## config.mk

```make
export PLATFORM = sky130hd
export DESIGN_NAME = mem_port_arbiter
export DESIGN_NICKNAME = d
export VERILOG_FILES = /design/src/rtl/mem_port_arbiter.sv
export SDC_FILE = /design/constraint.sdc
export NUM_CORES = 1
export LEC_CHECK = 0
export CAP_MARGIN = 40
export CORE_AREA = 4 4 109 111
export CTS_BUF_LIST = sky130_fd_sc_hd__clkbuf_2 sky130_fd_sc_hd__clkbuf_4 sky130_fd_sc_hd__clkbuf_8
export CTS_CLUSTER_DIAMETER = 120
export DETAILED_ROUTE_END_ITERATION = 10
export DIE_AREA = 0 0 113 115
export PLACE_DENSITY = 0.7
export SKIP_CTS_REPAIR_TIMING = 1
export SLEW_MARGIN = 20
export SYNTH_ARGS = -nofsm -noshare
export SYNTH_HDL_FRONTEND = slang
export SYNTH_SLANG_ARGS = --single-unit
```

## constraint.sdc

```tcl
create_clock -name clk -period 3.7 [get_ports clk]
set_input_delay 0.555 -clock clk [delete_from_list [all_inputs] [get_ports clk]]
set_output_delay 0.555 -clock clk [all_outputs]
set_load 0.05 [all_outputs]
```

## src/rtl/mem_port_arbiter.sv

```systemverilog
// Two-client arbiter for the unified memory port: instruction fetch (IF) and load/store (DM).
// One transaction in flight; DM has priority, bounded by an IF anti-starvation counter.
module mem_port_arbiter #(
  parameter int ADDR_W     = 32,
  parameter int DATA_W     = 32,
  parameter int STARVE_MAX = 4
) (
  input  logic                clk,
  input  logic                rst,
  input  logic                if_req,
  input  logic [ADDR_W-1:0]   if_addr,
  output logic                if_gnt,
  output logic                if_rvalid,
  output logic [DATA_W-1:0]   if_rdata,
  input  logic                if_kill,
  input  logic                dm_req,
  input  logic                dm_we,
  input  logic [ADDR_W-1:0]   dm_addr,
  input  logic [DATA_W-1:0]   dm_wdata,
  input  logic [DATA_W/8-1:0] dm_wstrb,
  output logic                dm_gnt,
  output logic                dm_rvalid,
  output logic [DATA_W-1:0]   dm_rdata,
  output logic                mem_req,
  output logic                mem_we,
  output logic [ADDR_W-1:0]   mem_addr,
  output logic [DATA_W-1:0]   mem_wdata,
  output logic [DATA_W/8-1:0] mem_wstrb,
  input  logic                mem_rvalid,
  input  logic [DATA_W-1:0]   mem_rdata,
  output logic                o_busy,
  output logic                dbg_state_o,
  output logic [3:0]          dbg_starve_cnt_o
);

  // Handshake: a client holds req (and its fields) until it sees gnt in the same cycle;
  // gnt/mem_req are single-cycle pulses, and rvalid pulses exactly once per granted access
  // (suppressed for killed fetches). mem_rvalid is only honoured while a transaction is open.

  localparam logic [3:0] STARVE_LIM = 4'(STARVE_MAX);

  typedef enum logic {
    ST_IDLE = 1'b0,
    ST_WAIT = 1'b1
  } state_t;

  state_t     state_q, state_d;
  logic       owner_dm_q, owner_dm_d;
  logic       killed_q, killed_d;
  logic [3:0] starve_q, starve_d;
  logic       if_win, dm_win, rsp;

  always_comb begin
    if_win = 1'b0;
    dm_win = 1'b0;
    if (!rst && state_q == ST_IDLE) begin
      if_win = if_req && (!dm_req || starve_q >= STARVE_LIM);
      dm_win = dm_req && !if_win;
    end
  end

  assign rsp = !rst && (state_q == ST_WAIT) && mem_rvalid;

  always_comb begin
    state_d    = state_q;
    owner_dm_d = owner_dm_q;
    killed_d   = killed_q;
    starve_d   = starve_q;
    case (state_q)
      ST_IDLE: begin
        if (if_win) begin
          state_d    = ST_WAIT;
          owner_dm_d = 1'b0;
          killed_d   = if_kill;
          starve_d   = 4'd0;
        end else if (dm_win) begin
          state_d    = ST_WAIT;
          owner_dm_d = 1'b1;
          killed_d   = 1'b0;
          if (if_req && starve_q != 4'hF) starve_d = starve_q + 4'd1;
        end
      end
      ST_WAIT: begin
        // A flush anywhere in a fetch's lifetime poisons its response.
        if (!owner_dm_q && if_kill) killed_d = 1'b1;
        if (mem_rvalid) state_d = ST_IDLE;
      end
      default: state_d = ST_IDLE;
    endcase
  end

  always_ff @(posedge clk) begin
    if (rst) begin
      state_q    <= ST_IDLE;
      owner_dm_q <= 1'b0;
      killed_q   <= 1'b0;
      starve_q   <= 4'd0;
    end else begin
      state_q    <= state_d;
      owner_dm_q <= owner_dm_d;
      killed_q   <= killed_d;
      starve_q   <= starve_d;
    end
  end

  assign if_gnt    = if_win;
  assign dm_gnt    = dm_win;
  assign mem_req   = if_win || dm_win;
  assign mem_we    = dm_win && dm_we;
  assign mem_addr  = dm_win ? dm_addr : (if_win ? if_addr : '0);
  assign mem_wdata = dm_win ? dm_wdata : '0;
  assign mem_wstrb = dm_win ? dm_wstrb : '0;

  assign dm_rvalid = rsp && owner_dm_q;
  assign if_rvalid = rsp && !owner_dm_q && !killed_q && !if_kill;
  assign if_rdata  = rst ? '0 : mem_rdata;
  assign dm_rdata  = rst ? '0 : mem_rdata;

  assign o_busy           = !rst && (state_q == ST_WAIT);
  assign dbg_state_o      = rst ? 1'b0 : state_q;
  assign dbg_starve_cnt_o = rst ? 4'd0 : starve_q;

endmodule

```

==> impl_metrics.json, run 1 <==
{
  "outcome": "completed",
  "skew_ps": 2.74,
  "seqPwrFrac_pct": 8.7,
  "drive_gt1_share_pct": 35.6,
  "synth-seq-cells": 7,
  "synthCells": 195,
  "path_class": "input pin to output port",
  "start_kind": "input pin",
  "cts_tree": "done",
  "via_per_inst": 3.97,
  "p_int_uw": 523,
  "power.share.switching_pct": 45.4,
  "cp_slowest_cell": "clkdlybuf4s50_1",
  "cap_violations": 0,
  "ys_warn_count": 0,
  "yosysTopAreaCell": "a22o_1",
  "die_y_um": 115,
  "dp.final_hpwl_um": 8260,
  "die_area_mm2": 0.0130,
  "p_leak_uw": 0.00202,
  "groute.usage.overall_pct": 12.9,
  "timing.hold.ws_ps": 526,
  "arrival_ps": 2280,
  "syn_nets": 335,
  "yosysSeqAreaShare_pct": 9.53,
  "dieWidth_um": 113,
  "post-route-min-period_ps": 2830,
  "setup_tns_ps": 0,
  "netlist_top_cells_count": "37 x and2_1, 37 x nor2b_1, 33 x buf_4, 32 x a22o_1, 7 x dfxtp_1",
  "peakVddDrop_mv": 0.109,
  "synth.avg_cell_area_um2": 7.54,
  "pin_count": 283,
  "htreeDepth": 1,
  "post_drt_wl_per_cell_um": 16.3,
  "hold_class": "register to register",
  "fin_crit_sh_pct": 76.6,
  "area_growth_pct": 226,
  "cts.sinks": 7,
  "hold_viol_final": 0,
  "setup_violations": 0,
  "combPwrFrac_pct": 79.3,
  "synthFlopType": "dfxtp_1",
  "grt_pass1_wl_um": 13100,
  "num_antenna_cells": 0,
  "p_per_area_mw_per_mm2": 200,
  "synthArstFlopShare_pct": 0,
  "rows": 38,
  "path_cells": "clkdlybuf4s50_1 -> nor3b_2 -> and3b_1 -> buf_4 -> a22o_1 -> buf_12",
  "p_clk_share_pct": 12.0,
  "slew_violations": 0,
  "cp_max_fo": 33,
  "grt_pass1_vias": 2312,
  "placed_cells": 572,
  "cts_buffers": 3,
  "p_switching_uw": 434,
  "core_mm2": 0.0108,
  "drc": 0,
  "clk-insertion-delay-late_ps": 230,
  "fin_util_pct": 44.4,
  "synth-edff-count": 0,
  "syn_area_mm2": 0.00147,
  "cp.required_ps": 3140,
  "start_util_pct": 13.6,
  "root_buffer": "clkbuf_8",
  "drtIter0Drc": 83,
  "clkSlewWorstSetupHoldPaths_ps": 40,
  "endpoint_kind": "output port",
  "power_uw": 957,
  "io_buffers": 282,
  "place.gp.congestion": 0.875,
  "layout.cells.non_filler": 576,
  "fmax_ghz": 0.353,
  "nets": 577,
  "yosysTopAreaCellShare_pct": 19.1,
  "wirelength_um": 9380,
  "rsz0062_at_grt": "no",
  "worstMarginPinSlew_ps": 527,
  "dr.pass1.iters": 4,
  "cpPeakStageDelay_ps": 500,
  "vias": 2286,
  "cts_buffer_depth": 2,
  "ys_types": 30,
  "antenna_found_initial": 1,
  "grt_max_degree": 71,
  "grt_overflow_total": 0,
  "antenna_left": 0,
  "synthTopCellsByArea": "a22o_1 19%, buf_4 17%, and2_1 16%",
  "max-slew-margin-rel_pct": 64.5
}
-- registers in the layout (all words and copies together) (netlist names) --
register,cells
state_q,1
starve_q,4
killed_q,1
owner_dm_q,1
-- through the flow --
stage               worst slack [ps]  instance area (µm²)
CTS                              844                 4790
global route                     713                 4790
floorplan                        227                 1470
detailed placement               865                 4740
finish                           866                 4790
global placement                 898                 4740
-- kinds of logic (layout without fill, tap and decap cells) --
group | after synthesis | count (layout) | synth area share (%)
adders and majority gates | 1 | 1 | 0.851
buffers and inverters | 49 | 290 | 24.5
DFF | 7 | 7 | 9.53
AOI/OAI and AO/OA | 46 | 46 | 25.4
and+or+nand+nor | 92 | 92 | 39.7
-- critical path: cells and delay by family --
kind                   cells  cell delay, ps
AOI/OAI and AO/OA          1             250
and+or+nand+nor            2             440
buffers and inverters      3            1000
-- final cells by class --
cell class | instances | area (µm²)
Timing Repair Buffer | 286 | 3460
Multi-Input combinational cell | 139 | 971
Tap cell | 140 | 175
Clock buffer | 4 | 48.8
Fill cell | 978 | 6000
Sequential cell | 7 | 140
-- layout by cell type, fill, tap and decap left out, types with 2 or more instances in the layout --
master	netlist	layout
nand2_1	2	2
buf_12	0	77
a21oi_1	4	4
a22o_1	32	32
nand2b_1	2	2
clkbuf_8	0	3
and2_1	37	37
and3_1	3	2
dfxtp_1	7	7
buf_4	33	71
o21ai_0	2	2
nor2b_1	37	37
o21bai_1	2	2
nor2_1	3	3
clkdlybuf4s50_1	0	138
-- routing by layer --
| metal | share of wire [%] | vias up | routed length [µm] | track usage [%] |
|---|---|---|---|---|
| li1 | - | 1122 | - | - |
| met1 | 36 | 1001 | 3370 | 13.8 |
| met2 | 54 | 153 | 5030 | 25.7 |
| met3 | 9.5 | 8 | 892 | 3.11 |
| met4 | 0.73 | 2 | 68 | 2.08 |
| met5 | 0.14 | - | 13 | 0 |
-- worst paths after layout --
| check | from | to | slack [ps] | depth (start not counted) |
|---|---|---|---|---|
| worst min-delay path | starve_q[0] | starve_q[0] | 530 | 2 |
| worst max-delay path | dm_req | mem_addr[2] | 870 | 6 |
| worst min register to register | starve_q[0] | starve_q[0] | 530 | 2 |
| worst max register to register | state_q | killed_q | 2360 | 4 |
-- power groups by stage --
stage,Clock [µW],Combinational [µW],Sequential [µW]
2_1_floorplan,0,389,82.5
3_3_place_gp,0,759,83.5
3_5_place_dp,0,764,83.8
4_1_cts,120,766,82.5
5_1_grt,125,785,83.2
6_report,115,759,82.8
No activity file was read; power rests on OpenSTA's default activity.
==> inputs of run 2 (changes only) <==
CORE_AREA = 4 4 108 110   (was 4 4 109 111)
DIE_AREA = 0 0 112 114   (was 0 0 113 115)
PLACE_DENSITY = 0.71   (was 0.7)
clock period = 2.96 ns   (was 3.7 ns; I/O delays follow)
==> run 2 against run 1 <==
  * Global-route usage increased by 1.9 points
  * Final area increased by 18%
  * Register-to-register slack got worse by 710 ps
  * Die area decreased by 1.7%
  * Setup slack got worse by 530 ps
  * Non-clock buffer count unchanged
  * Largest cell class unchanged
==> impl_metrics.json, run 2 (same netlist as run 1, synthesis figures left out) <==
{
  "dr.pass1.iters": 4,
  "r2r_start": "starve_q[2]",
  "reg2reg_to": "killed_q",
  "drive_gt1_share_pct": 35.8,
  "p_switching_uw": 580,
  "min_to": "starve_q[1]",
  "nets": 577,
  "setup_tns_ps": 0,
  "p_clk_share_pct": 11.0,
  "drtIter0Drc": 119,
  "grt_pass1_vias": 2586,
  "setup_violations": 0,
  "setup_slack_ps": 339,
  "p_leak_uw": 0.00226,
  "cts_buffers": 3,
  "groute.usage.overall_pct": 14.8,
  "rrSetupSlack_ps": 1650,
  "io_buffers": 282,
  "post_drt_wl_per_cell_um": 17.6,
  "cp_slowest_cell": "clkdlybuf4s50_1",
  "critPathBufInv": 3,
  "grt_pass1_wl_um": 14900,
  "timing.hold.ws_ps": 514,
  "root_buffer": "clkbuf_8",
  "outcome": "completed",
  "slew_violations": 0,
  "htreeDepth": 1,
  "fin_crit_sh_pct": 88.5,
  "hold_viol_final": 0,
  "antenna_left": 0,
  "p_per_area_mw_per_mm2": 238,
  "pin_count": 283,
  "cpPeakStageDelay_ps": 500,
  "fmax_ghz": 0.382,
  "largest_reg_flops": 4,
  "layout_commonest_cell": "buf_12",
  "rsz0062_at_grt": "no",
  "r2r.worst_path.cells": 4,
  "post-route-min-period_ps": 2620,
  "final_cell_mix": "145 x buf_12, 138 x clkdlybuf4s50_1, 37 x nor2b_1, 37 x and2_1, 32 x a22o_1",
  "area_growth_pct": 284,
  "skew_ps": 0.263,
  "peakVddDrop_mv": 0.130,
  "worstHoldStart": "starve_q[1]",
  "dp.final_hpwl_um": 8980,
  "grt_overflow_total": 0,
  "top_register": "starve_q",
  "antenna_found_initial": 0,
  "cts_buffer_depth": 2,
  "place_ws_ps": 350,
  "drc": 0,
  "num_antenna_cells": 0,
  "core_mm2": 0.0107,
  "arrival_ps": 2180,
  "seqPwrFrac_pct": 7.7,
  "hold_class": "register to register",
  "die_area_mm2": 0.0128,
  "cts.sinks": 7,
  "vias": 2358,
  "worst_path_dominant_cell_family": "buffers and inverters",
  "dieWidth_um": 112,
  "start_kind": "input pin",
  "cp_max_fo": 34,
  "wirelength_um": 10100,
  "cts_tree": "done",
  "combPwrFrac_pct": 81.3,
  "die_y_um": 114,
  "via_per_inst": 4.09,
  "cp.required_ps": 2520,
  "rows": 38,
  "power.share.switching_pct": 43.1,
  "path_class": "input pin to output port",
  "p_int_uw": 765,
  "grt_max_degree": 71,
  "path_cells": "clkdlybuf4s50_1 -> nor3b_2 -> and3b_1 -> buf_4 -> a22o_1 -> buf_12",
  "clkSlewWorstSetupHoldPaths_ps": 40,
  "start_util_pct": 13.7,
  "cap_violations": 0,
  "worstMarginPinSlew_ps": 475,
  "endpoint_kind": "output port",
  "max-slew-margin-rel_pct": 68.3,
  "place.gp.congestion": 0.903,
  "clk-insertion-delay-late_ps": 230,
  "hold_path_depth": 2,
  "power_uw": 1340,
  "path_depth": 6
}
## run 2: cell counts in the layout (fill, tap and decap cells not counted)
Identical to the previous run, type by type.
## run 2: worst max path at each step
| stage | startpoint | end |
|---|---|---|
| final | dm_req | mem_addr[9] |
| after global routing | dm_req | mem_addr[9] |
| after CTS | dm_req | mem_addr[9] |
| after detailed placement | dm_req | mem_addr[9] |
| after global placement | dm_req | mem_addr[9] |
| after floorplan | state_q | if_rvalid |
## run 2: metrics by stage
step	cell area [µm²]	cells	utilization [%]
6_report	5650	576	52.8
5_1_grt	5650	576	52.8
4_1_cts	5650	576	52.8
3_5_place_dp	5600	572	52.3
3_3_place_gp	5600	572	52.3
2_1_floorplan	1480	195	-
## run 2: power groups by stage
stage          sequential [µW]  clock (µW)  combinational (µW)
3_5_place_dp               105           0                1100
4_1_cts                    103         154                1100
5_1_grt                    104         163                1130
3_3_place_gp               104           0                1090
2_1_floorplan              103           0                 487
6_report                   103         149                1090
## run 2: cell type report
cell class                      instances  area [µm²]
Multi-Input combinational cell        139         977
Sequential cell                         7         140
Clock buffer                            4        48.8
Fill cell                             934        5050
Timing Repair Buffer                  286        4310
Tap cell                              140         175
## run 2: routing by layer
metal | global-route usage, % | vias to the layer above | wire (µm)
met5 | 0 | - | 0
met4 | 3.69 | 0 | 176
met3 | 4.88 | 13 | 999
met2 | 29.1 | 151 | 5570
met1 | 14.9 | 1074 | 3380
li1 | - | 1120 | -
## run 2: worst min-delay path: stages, from the launching register on
cell	delay (ps)
dfxtp_1	330
o21ai_0	80
a21oi_1	60
==> inputs of run 3 (changes only) <==
CAP_MARGIN = default   (was 40)
==> results of run 3 <==
Final layout, timing and power as in run 2 (identical DEF).
